==> config.mk <==
export PLATFORM = sky130hd
export DESIGN_NAME = mulw_seq_vec_mul_flat
export DESIGN_NICKNAME = d
export VERILOG_FILES = /design/src/rtl/mulw_seq_vec_mul_pkg.sv /design/src/rtl/mulw_seq_vec_mul_if.sv /design/src/rtl/mulw_seq_vec_mul_pp_unit.sv /design/src/rtl/mulw_seq_vec_mul.sv /design/src/flat_wrapper.sv
export SDC_FILE = /design/constraint.sdc
export NUM_CORES = 1
export LEC_CHECK = 0
export BUFFER_PORTS_ARGS = -buffer_cell sky130_fd_sc_hd__buf_2
export CAP_MARGIN = 0
export CORE_AREA = 10 10 159 220
export DETAILED_ROUTE_END_ITERATION = 10
export DIE_AREA = 0 0 169 230
export PLACE_DENSITY = 0.79
export SLEW_MARGIN = 20
export SYNTH_ARGS = -nofsm -noshare
export SYNTH_HDL_FRONTEND = slang
export SYNTH_HIERARCHICAL = 1
export SYNTH_SLANG_ARGS = --single-unit
==> constraint.sdc <==
create_clock -name clk -period 17 [get_ports clk]
set_input_delay 2.55 -clock clk [delete_from_list [all_inputs] [get_ports clk]]
set_output_delay 2.55 -clock clk [all_outputs]
set_load 0.02 [all_outputs]
==> src/rtl/mulw_seq_vec_mul_pkg.sv <==
// Shared types and constants for the sequential multi-word multiplier.
// Holds the FSM state encoding, default geometry and a counter-sizing helper.
package mulw_pkg;

   typedef enum logic [1:0] {
      IDLE = 2'd0,
      CALC = 2'd1,
      DONE = 2'd2
   } state_t;

   localparam int MULW_W  = 16;
   localparam int MULW_NW = 2;

   // Bits needed to count 0..n-1, never less than one so NW=1 still gets a counter.
   function automatic int clog2_min1(input int n);
      int r;
      r = 1;
      while ((1 << r) < n) r = r + 1;
      return r;
   endfunction

endpackage

==> src/rtl/mulw_seq_vec_mul_if.sv <==
// Operand/result handshake bundle between operand source, multiplier and consumer.
// master = source/consumer side, slave = multiplier side.
interface mulw_seq_vec_mul_if
   import mulw_pkg::*;
#(
   parameter int W  = MULW_W,
   parameter int NW = MULW_NW
);
   logic                  in_valid;
   logic                  in_ready;
   logic [NW*W-1:0]       a;
   logic [NW*W-1:0]       b;
   logic                  out_valid;
   logic                  out_ready;
   logic [2*NW*W-1:0]     y;
   logic                  busy;

   modport master (
      output in_valid, a, b, out_ready,
      input  in_ready, out_valid, y, busy
   );

   modport slave (
      input  in_valid, a, b, out_ready,
      output in_ready, out_valid, y, busy
   );
endinterface

==> src/rtl/mulw_seq_vec_mul_pp_unit.sv <==
// Purpose: one W x W word product, zero-extended and aligned to word slot (i+j).
// Latency: combinational.
// Backpressure: none, pure datapath.
module mulw_pp_unit
   import mulw_pkg::*;
#(
   parameter int W  = MULW_W,
   parameter int NW = MULW_NW,
   parameter int SW = clog2_min1(2*NW-1)
) (
   input  logic [W-1:0]        a_j,
   input  logic [W-1:0]        b_i,
   input  logic [SW-1:0]       shift_idx,
   output logic [2*NW*W-1:0]   pp
);
   localparam int PW = 2*NW*W;

   logic [2*W-1:0] prod;
   logic [PW-1:0]  prod_ext;

   assign prod     = {{W{1'b0}}, a_j} * {{W{1'b0}}, b_i};
   assign prod_ext = PW'(prod);
   assign pp       = prod_ext << (W * shift_idx);

endmodule

==> src/rtl/mulw_seq_vec_mul.sv <==
// Purpose: unsigned NW-word x NW-word multiply on one shared W x W multiplier.
// Latency: out_valid rises NW*NW edges after accept; one op in flight at a time.
// Backpressure: result held in DONE until out_ready; in_ready low while busy.
module mulw_seq_vec_mul
   import mulw_pkg::*;
#(
   parameter int W  = MULW_W,
   parameter int NW = MULW_NW
) (
   input  logic               clk,
   input  logic               rst,
   mulw_seq_vec_mul_if.slave  bus
);
   localparam int CW = clog2_min1(NW);
   localparam int SW = clog2_min1(2*NW-1);
   localparam int PW = 2*NW*W;

   state_t            state;
   state_t            state_nx;
   logic [CW-1:0]     i_q;
   logic [CW-1:0]     j_q;
   logic [NW*W-1:0]   a_q;
   logic [NW*W-1:0]   b_q;
   logic [PW-1:0]     acc_q;
   logic [PW-1:0]     pp;
   logic [W-1:0]      a_word;
   logic [W-1:0]      b_word;
   logic [SW-1:0]     shift_idx;
   logic              accept;
   logic              last_step;
   logic              j_wrap;

   assign accept    = bus.in_valid && (state == IDLE);
   assign j_wrap    = (j_q == CW'(NW-1));
   assign last_step = j_wrap && (i_q == CW'(NW-1));

   assign a_word    = a_q[int'(j_q)*W +: W];
   assign b_word    = b_q[int'(i_q)*W +: W];
   assign shift_idx = SW'(i_q) + SW'(j_q);

   mulw_pp_unit #(
      .W  (W),
      .NW (NW),
      .SW (SW)
   ) u_pp (
      .a_j       (a_word),
      .b_i       (b_word),
      .shift_idx (shift_idx),
      .pp        (pp)
   );

   always_comb begin
      state_nx = state;
      case (state)
         IDLE:    if (accept)        state_nx = CALC;
         CALC:    if (last_step)     state_nx = DONE;
         DONE:    if (bus.out_ready) state_nx = IDLE;
         default:                    state_nx = IDLE;
      endcase
   end

   always_ff @(posedge clk or posedge rst) begin
      if (rst) begin
         state <= IDLE;
      end else begin
         state <= state_nx;
      end
   end

   // Operands are only captured on accept, so input wiggles mid-op are harmless.
   always_ff @(posedge clk or posedge rst) begin
      if (rst) begin
         a_q   <= '0;
         b_q   <= '0;
         acc_q <= '0;
         i_q   <= '0;
         j_q   <= '0;
      end else if (accept) begin
         a_q   <= bus.a;
         b_q   <= bus.b;
         acc_q <= '0;
         i_q   <= '0;
         j_q   <= '0;
      end else if (state == CALC) begin
         acc_q <= acc_q + pp;
         if (j_wrap) begin
            j_q <= '0;
            i_q <= i_q + 1'b1;
         end else begin
            j_q <= j_q + 1'b1;
         end
      end
   end

   // y tracks the accumulator, which is frozen outside CALC until the next accept.
   assign bus.y         = acc_q;
   assign bus.in_ready  = (state == IDLE);
   assign bus.out_valid = (state == DONE);
   assign bus.busy      = (state != IDLE);

endmodule

==> src/flat_wrapper.sv <==
// flat-port wrapper written by rule: the top's interface ports become plain ports
module mulw_seq_vec_mul_flat import mulw_pkg::*;
#(
   parameter int W  = MULW_W,
   parameter int NW = MULW_NW
)
  (clk, rst, bus_in_valid, bus_a, bus_b, bus_out_ready, bus_in_ready, bus_out_valid, bus_y, bus_busy);
  mulw_seq_vec_mul_if #(.W(W), .NW(NW)) bus_i ();
  input  logic clk;
  input  logic rst;
  input wire logic [$bits(bus_i.in_valid)-1:0] bus_in_valid;
  input wire logic [$bits(bus_i.a)-1:0] bus_a;
  input wire logic [$bits(bus_i.b)-1:0] bus_b;
  input wire logic [$bits(bus_i.out_ready)-1:0] bus_out_ready;
  output wire logic [$bits(bus_i.in_ready)-1:0] bus_in_ready;
  output wire logic [$bits(bus_i.out_valid)-1:0] bus_out_valid;
  output wire logic [$bits(bus_i.y)-1:0] bus_y;
  output wire logic [$bits(bus_i.busy)-1:0] bus_busy;
  assign bus_i.in_valid = bus_in_valid;
  assign bus_i.a = bus_a;
  assign bus_i.b = bus_b;
  assign bus_i.out_ready = bus_out_ready;
  assign bus_in_ready = bus_i.in_ready;
  assign bus_out_valid = bus_i.out_valid;
  assign bus_y = bus_i.y;
  assign bus_busy = bus_i.busy;
  mulw_seq_vec_mul #(.W(W), .NW(NW)) u_core (.clk(clk), .rst(rst), .bus(bus_i));
endmodule
# After elaboration in Yosys (flattened, before gate mapping)
# Index checks and enable logic that the tools add are counted.
# word_totals
ff_bits	132
in_bits	68
out_inout_bits	67
word_cells	39
# classes
addsub	4
n_mul	1
eq_ne	5
shifts	3
mux	12
reduce_logical	8
# ops
operator	count
two-way mux 64 bit	2
adder 64 bit	1
indexed part select 32 x 6 -> 16 bit	2
<< shifter 32 x 6 -> 64 bit	1
multiplier 16 x 16 -> 32 bit	1
two-way mux 1 bit	6
two-way mux 2 bit	3
one-hot mux 2 bit (3 select lines)	1
nonzero test 2 bit	3
inequality test 2 x 1 -> 1 bit, second input constant	2
AND reduction 3 bit	1
adder 1 bit, second input constant	2
adder 1 x 1 -> 2 bit	1
== test 2 x 1 -> 1 bit, second input constant	1
== test 2 bit, second input constant	1
logical AND 1 bit	2
logical NOT 2 bit	1
inequality test 2 bit, second input constant	1
AND reduction 2 bit	1

# Depth between registers and ports, before layout
# depth
depth_word	6
ltp_mapped	37
depth_no_buf	33

# Modules after synthesis
# The synthesis kept the hierarchy.
# modules_own_cells
module	n_inst	cells_per_inst	area_each_um2	seq_area_each_um2
mulw_pp_unit	1	1162	9419.0	0.0
mulw_seq_vec_mul	1	1052	8911.0	3303.2

# Worst setup path after synthesis
# Ideal clock, no wire load.
# synth_path
path_type	register to register
startpoint	reg u_core.j_q
endpoint	reg u_core.acc_q[58] (netlist: u_core/bus.y[58])
setup_time_ps	122
arrival_time_ps	8974
required_time_ps	16878
slack_ps	7905
path_stages_with_launch	35
path_buffers	4
period_less_slack_ps	9095
cell_sequence	dfrtp_1 clkbuf_1 clkbuf_1 mux2_2 clkbuf_1 and2_1 fa_1 inv_1 fa_1 inv_1 fa_1 fa_1 fa_1 inv_1 fa_1 inv_1 ha_1 buf_2 and2_1 and4_4 a21oi_2 nor3b_1 o21ai_1 a2111oi_0 ha_1 inv_1 nor3_1 a221o_1 a211o_1 a21oi_2 o21ai_2 o21ai_4 nor4_1 or3_1 a32o_1
# synth_via
elab_chain_len	6
elab_cells_between_ends	7
cone_classes	add/sub (2); mul (1); shift (2); mux (2)
# synth_rtl
element	line	source
start: declaration	mulw_seq_vec_mul.sv:21	logic [CW-1:0] j_q;
start signal: assignment	mulw_seq_vec_mul.sv:90	j_q <= j_q + 1'b1;
indexed part select 32 x 6 -> 16 bit	mulw_seq_vec_mul.sv:37	assign a_word = a_q[int'(j_q)*W +: W];
via u_core.a_word[3]	mulw_seq_vec_mul.sv:26	logic [W-1:0] a_word;
multiplier 16 x 16 -> 32 bit	mulw_seq_vec_mul_pp_unit.sv:21	assign prod = {{W{1'b0}}, a_j} * {{W{1'b0}}, b_i};
<< shifter 32 x 6 -> 64 bit	mulw_seq_vec_mul_pp_unit.sv:23	assign pp = prod_ext << (W * shift_idx);
via u_core.pp[23]	mulw_seq_vec_mul.sv:25	logic [PW-1:0] pp;
adder 64 bit	mulw_seq_vec_mul.sv:85	acc_q <= acc_q + pp;
two-way mux 64 bit	mulw_seq_vec_mul.sv:84	end else if (state == CALC) begin
two-way mux 64 bit	mulw_seq_vec_mul.sv:78	end else if (accept) begin
end signal: assignment	mulw_seq_vec_mul.sv:85	
end: declaration	mulw_seq_vec_mul.sv:24	logic [PW-1:0] acc_q;
# The timed path passes the listed nets, and every way through them passes these cells. The select of a mux whose other input is x is not followed.
# A chain may end at the register's enable or synchronous reset.

# Worst setup path in the final report
# Ends and elaborated chain as after synthesis.

==> results.txt <==
DRC Markers = 0
Post-DP HPWL = 42,400 um
Clock buffer depth = 2
Cell mode on critical path = fa_1
Post-synth ARST share = 100%
Slowest CP cell = dfrtp_1
Synth Instances = 2,214
Core Area = 30,700 um2
Initial Util = 59.7%
Nets@finish = 2,693
Syn nets = 2,645
Die Footprint = 38,900 um2
HP Class = reg -> reg
Yosys warning total = 6
Crit share post-route = 60.7%
Post-CTS Setup Repair Bufs = 0
Top cell type's share of synthesized area = 21.3%
ANT nets after route = 0
First-pass DRT Iterations = 6
Total CTS buffers = 17
DR vias = 16,000
Die height = 230 um
Post_cts resized = 0
Synthesized area = 18,300 um2
Crit path max fanout = 19
Total gr overflow = 0
Area grow syn2layout = 7.32%
1st-iter DRT viols = 1,210
Placed Cells incl. Taps = 2,632
Worst-Margin Slew = 1.11 ns
Post-synth cell types = 91
Total Routed Length = 53,500 um
Crit start category = flip-flop
GPL Wtd Cong = 1.09
Most used flip-flop cell after synthesis = dfrtp_1
Via count of the first global-routing pass = 16,700
Port bufs = 134
Wire per inst = 20.1 um
Final hold violations = 0
Clk_lat worst skew = 0.45 ns
Post-route clock skew = 0.0149 ns
Worst rel slew slack = 26.0%
Share of cells above drive strength 1 = 10.6%
Register clock-pin slew on the reported worst setup and hold paths = 0.07 ns
H-tree levels = 4
Most area-hungry cell type in the Yosys netlist = fa_1
Status = complete, no violations
Setup_tns = 0 ns
Initial antenna violation count = 0
Layout Utilization = 64.1%
CTS Hold Bufs = 0
Period minus WS final = 10.32 ns
EDFF count, synth = 0
Row count = 76
Die Wd = 169 um
Antenna cells = 0
Final Setup Violations = 0
Max Clock Freq = 96.9 MHz
CP required = 17.34 ns
Synth area leaders = fa_1 21%, dfrtp_1 18%, ha_1 11%
Syn Area/Cell = 8.28 um2
Sequential share of the synthesized area = 18.0%
MaxCap Viol Count = 0
Largest net degree at the start of global routing = 87
GR Util All Layers = 27.7%
Clock Tree Root = clkbuf_16
TritonCTS Sinks = 132
Yosys reg bits = 132
Slew Viols, Final = 0
Crit. End Element = flip-flop
Fin cells = 2,665
I/O pins = 135
First-pass GRT wire length = 87,200 um
Worst EP arrival = 10.66 ns
Crit path kind = reg -> reg
RSZ-0062 raised after global routing = no
Vias per cell = 6.00
Worst path max stage delay = 0.93 ns
CTS tree = yes
synth_stat cells (9+ instances only):
cell type / instances
dfrtp_1: 132
xnor2_1: 54
nor2_1: 72
inv_1: 272
a31oi_1: 11
and3_1: 10
xor2_1: 33
a211oi_1: 11
nand3_1: 42
mux2_2: 33
o21ai_1: 18
a21oi_1: 101
nand2_1: 461
clkbuf_1: 88
nor2b_1: 9
ha_1: 168
o21ai_0: 107
or3_1: 9
fa_1: 195
a21o_1: 31
nor3_1: 13
buf_2: 11
o21bai_1: 18
o22ai_1: 19
nand4_1: 26
and2_1: 128
state kept, by name, summed over array words and instances, names as in the netlist:
name and flops:
u_core/b_q 32, u_core/j_q 1, u_core/bus.y 64, u_core/i_q 1
u_core/state 2, u_core/a_q 32
path summary, 6_finish.rpt:
| kind | from | to | slack (ns) | depth (start not counted) |
|---|---|---|---|---|
| max reg2reg | u_core/j_q | u_core/bus.y[58] | 6.68 | 30 |
| min | u_core/a_q[1] | u_core/a_q[1] | 0.48 | 2 |
| max | u_core/j_q | u_core/bus.y[58] | 6.68 | 30 |
| min in group asynchronous | rst | u_core/b_q[0] | 2.26 | 2 |
| min reg2reg | u_core/a_q[1] | u_core/a_q[1] | 0.48 | 2 |
| max in group asynchronous | rst | u_core/bus.y[62] | 13.31 | 3 |
per-layer routing:
layer / share of wire [%] / vias to the layer above / wire length (um) / global-route usage (%)
met5: 0 / - / 0 / 0
met4: 6.5 / 0 / 3470 / 17.1
met3: 5.9 / 171 / 3170 / 4.25
met2: 51 / 677 / 27500 / 48.7
met1: 36 / 7784 / 19400 / 30.7
li1: - / 7354 / - / -
worst max-delay path, delay by kind of cell, from the launching register on:
family          cells  cell delay [ns]
compound gates     10             2.80
fa+ha+maj           8             4.01
buf+inv             5             0.37
flops               1             0.93
mux                 1             0.56
simple gates        6             1.51
layout by cell type, fill, tap and decap left out, drive strengths merged, types with 10 or more instances in the layout:
master,count
xnor2,54
o22ai,20
a21o,32
o21ai,128
fa,195
nor2,72
nand4,26
dfrtp,132
and2,128
nand3,42
mux2,33
buf,140
xor2,33
a211oi,13
o21bai,19
a21oi,103
or3,10
nor3,13
clkbuf,17
inv,280
nand2,462
and3,11
ha,168
a31oi,11
stage by stage:
step	area, um2	hold WS, ns	worst slack, ns
floorplan	18300	0.440	7.90
global placement	19100	0.453	7.03
detailed placement	19100	0.457	6.90
CTS	19700	0.476	6.83
global route	19700	0.503	6.28
finish	19700	0.478	6.68
logic make-up (layout without fill, tap and decap cells):
logic type      count (synthesis)  after routing  share of synthesized area (%)
flops                         132            132                           18.0
compound gates                413            413                           14.7
buf+inv                       383            444                           8.24
mux                            36             36                           2.19
fa+ha+maj                     363            363                           32.8
xor+xnor                       87             87                           4.16
simple gates                  800            800                           19.9
layout make-up:
type                            instances  area (um2)
Clock buffer                           17         425
Clock inverter                         15         183
Fill cell                            2618       11000
Tap cell                              390         488
Timing Repair Buffer                  140         713
Multi-Input combinational cell       1699       13500
Sequential cell                       132        3300
Inverter                              272        1020
Power is not shown: default switching activity piles up to over one toggle a cycle in this logic, so the estimate is an artifact.
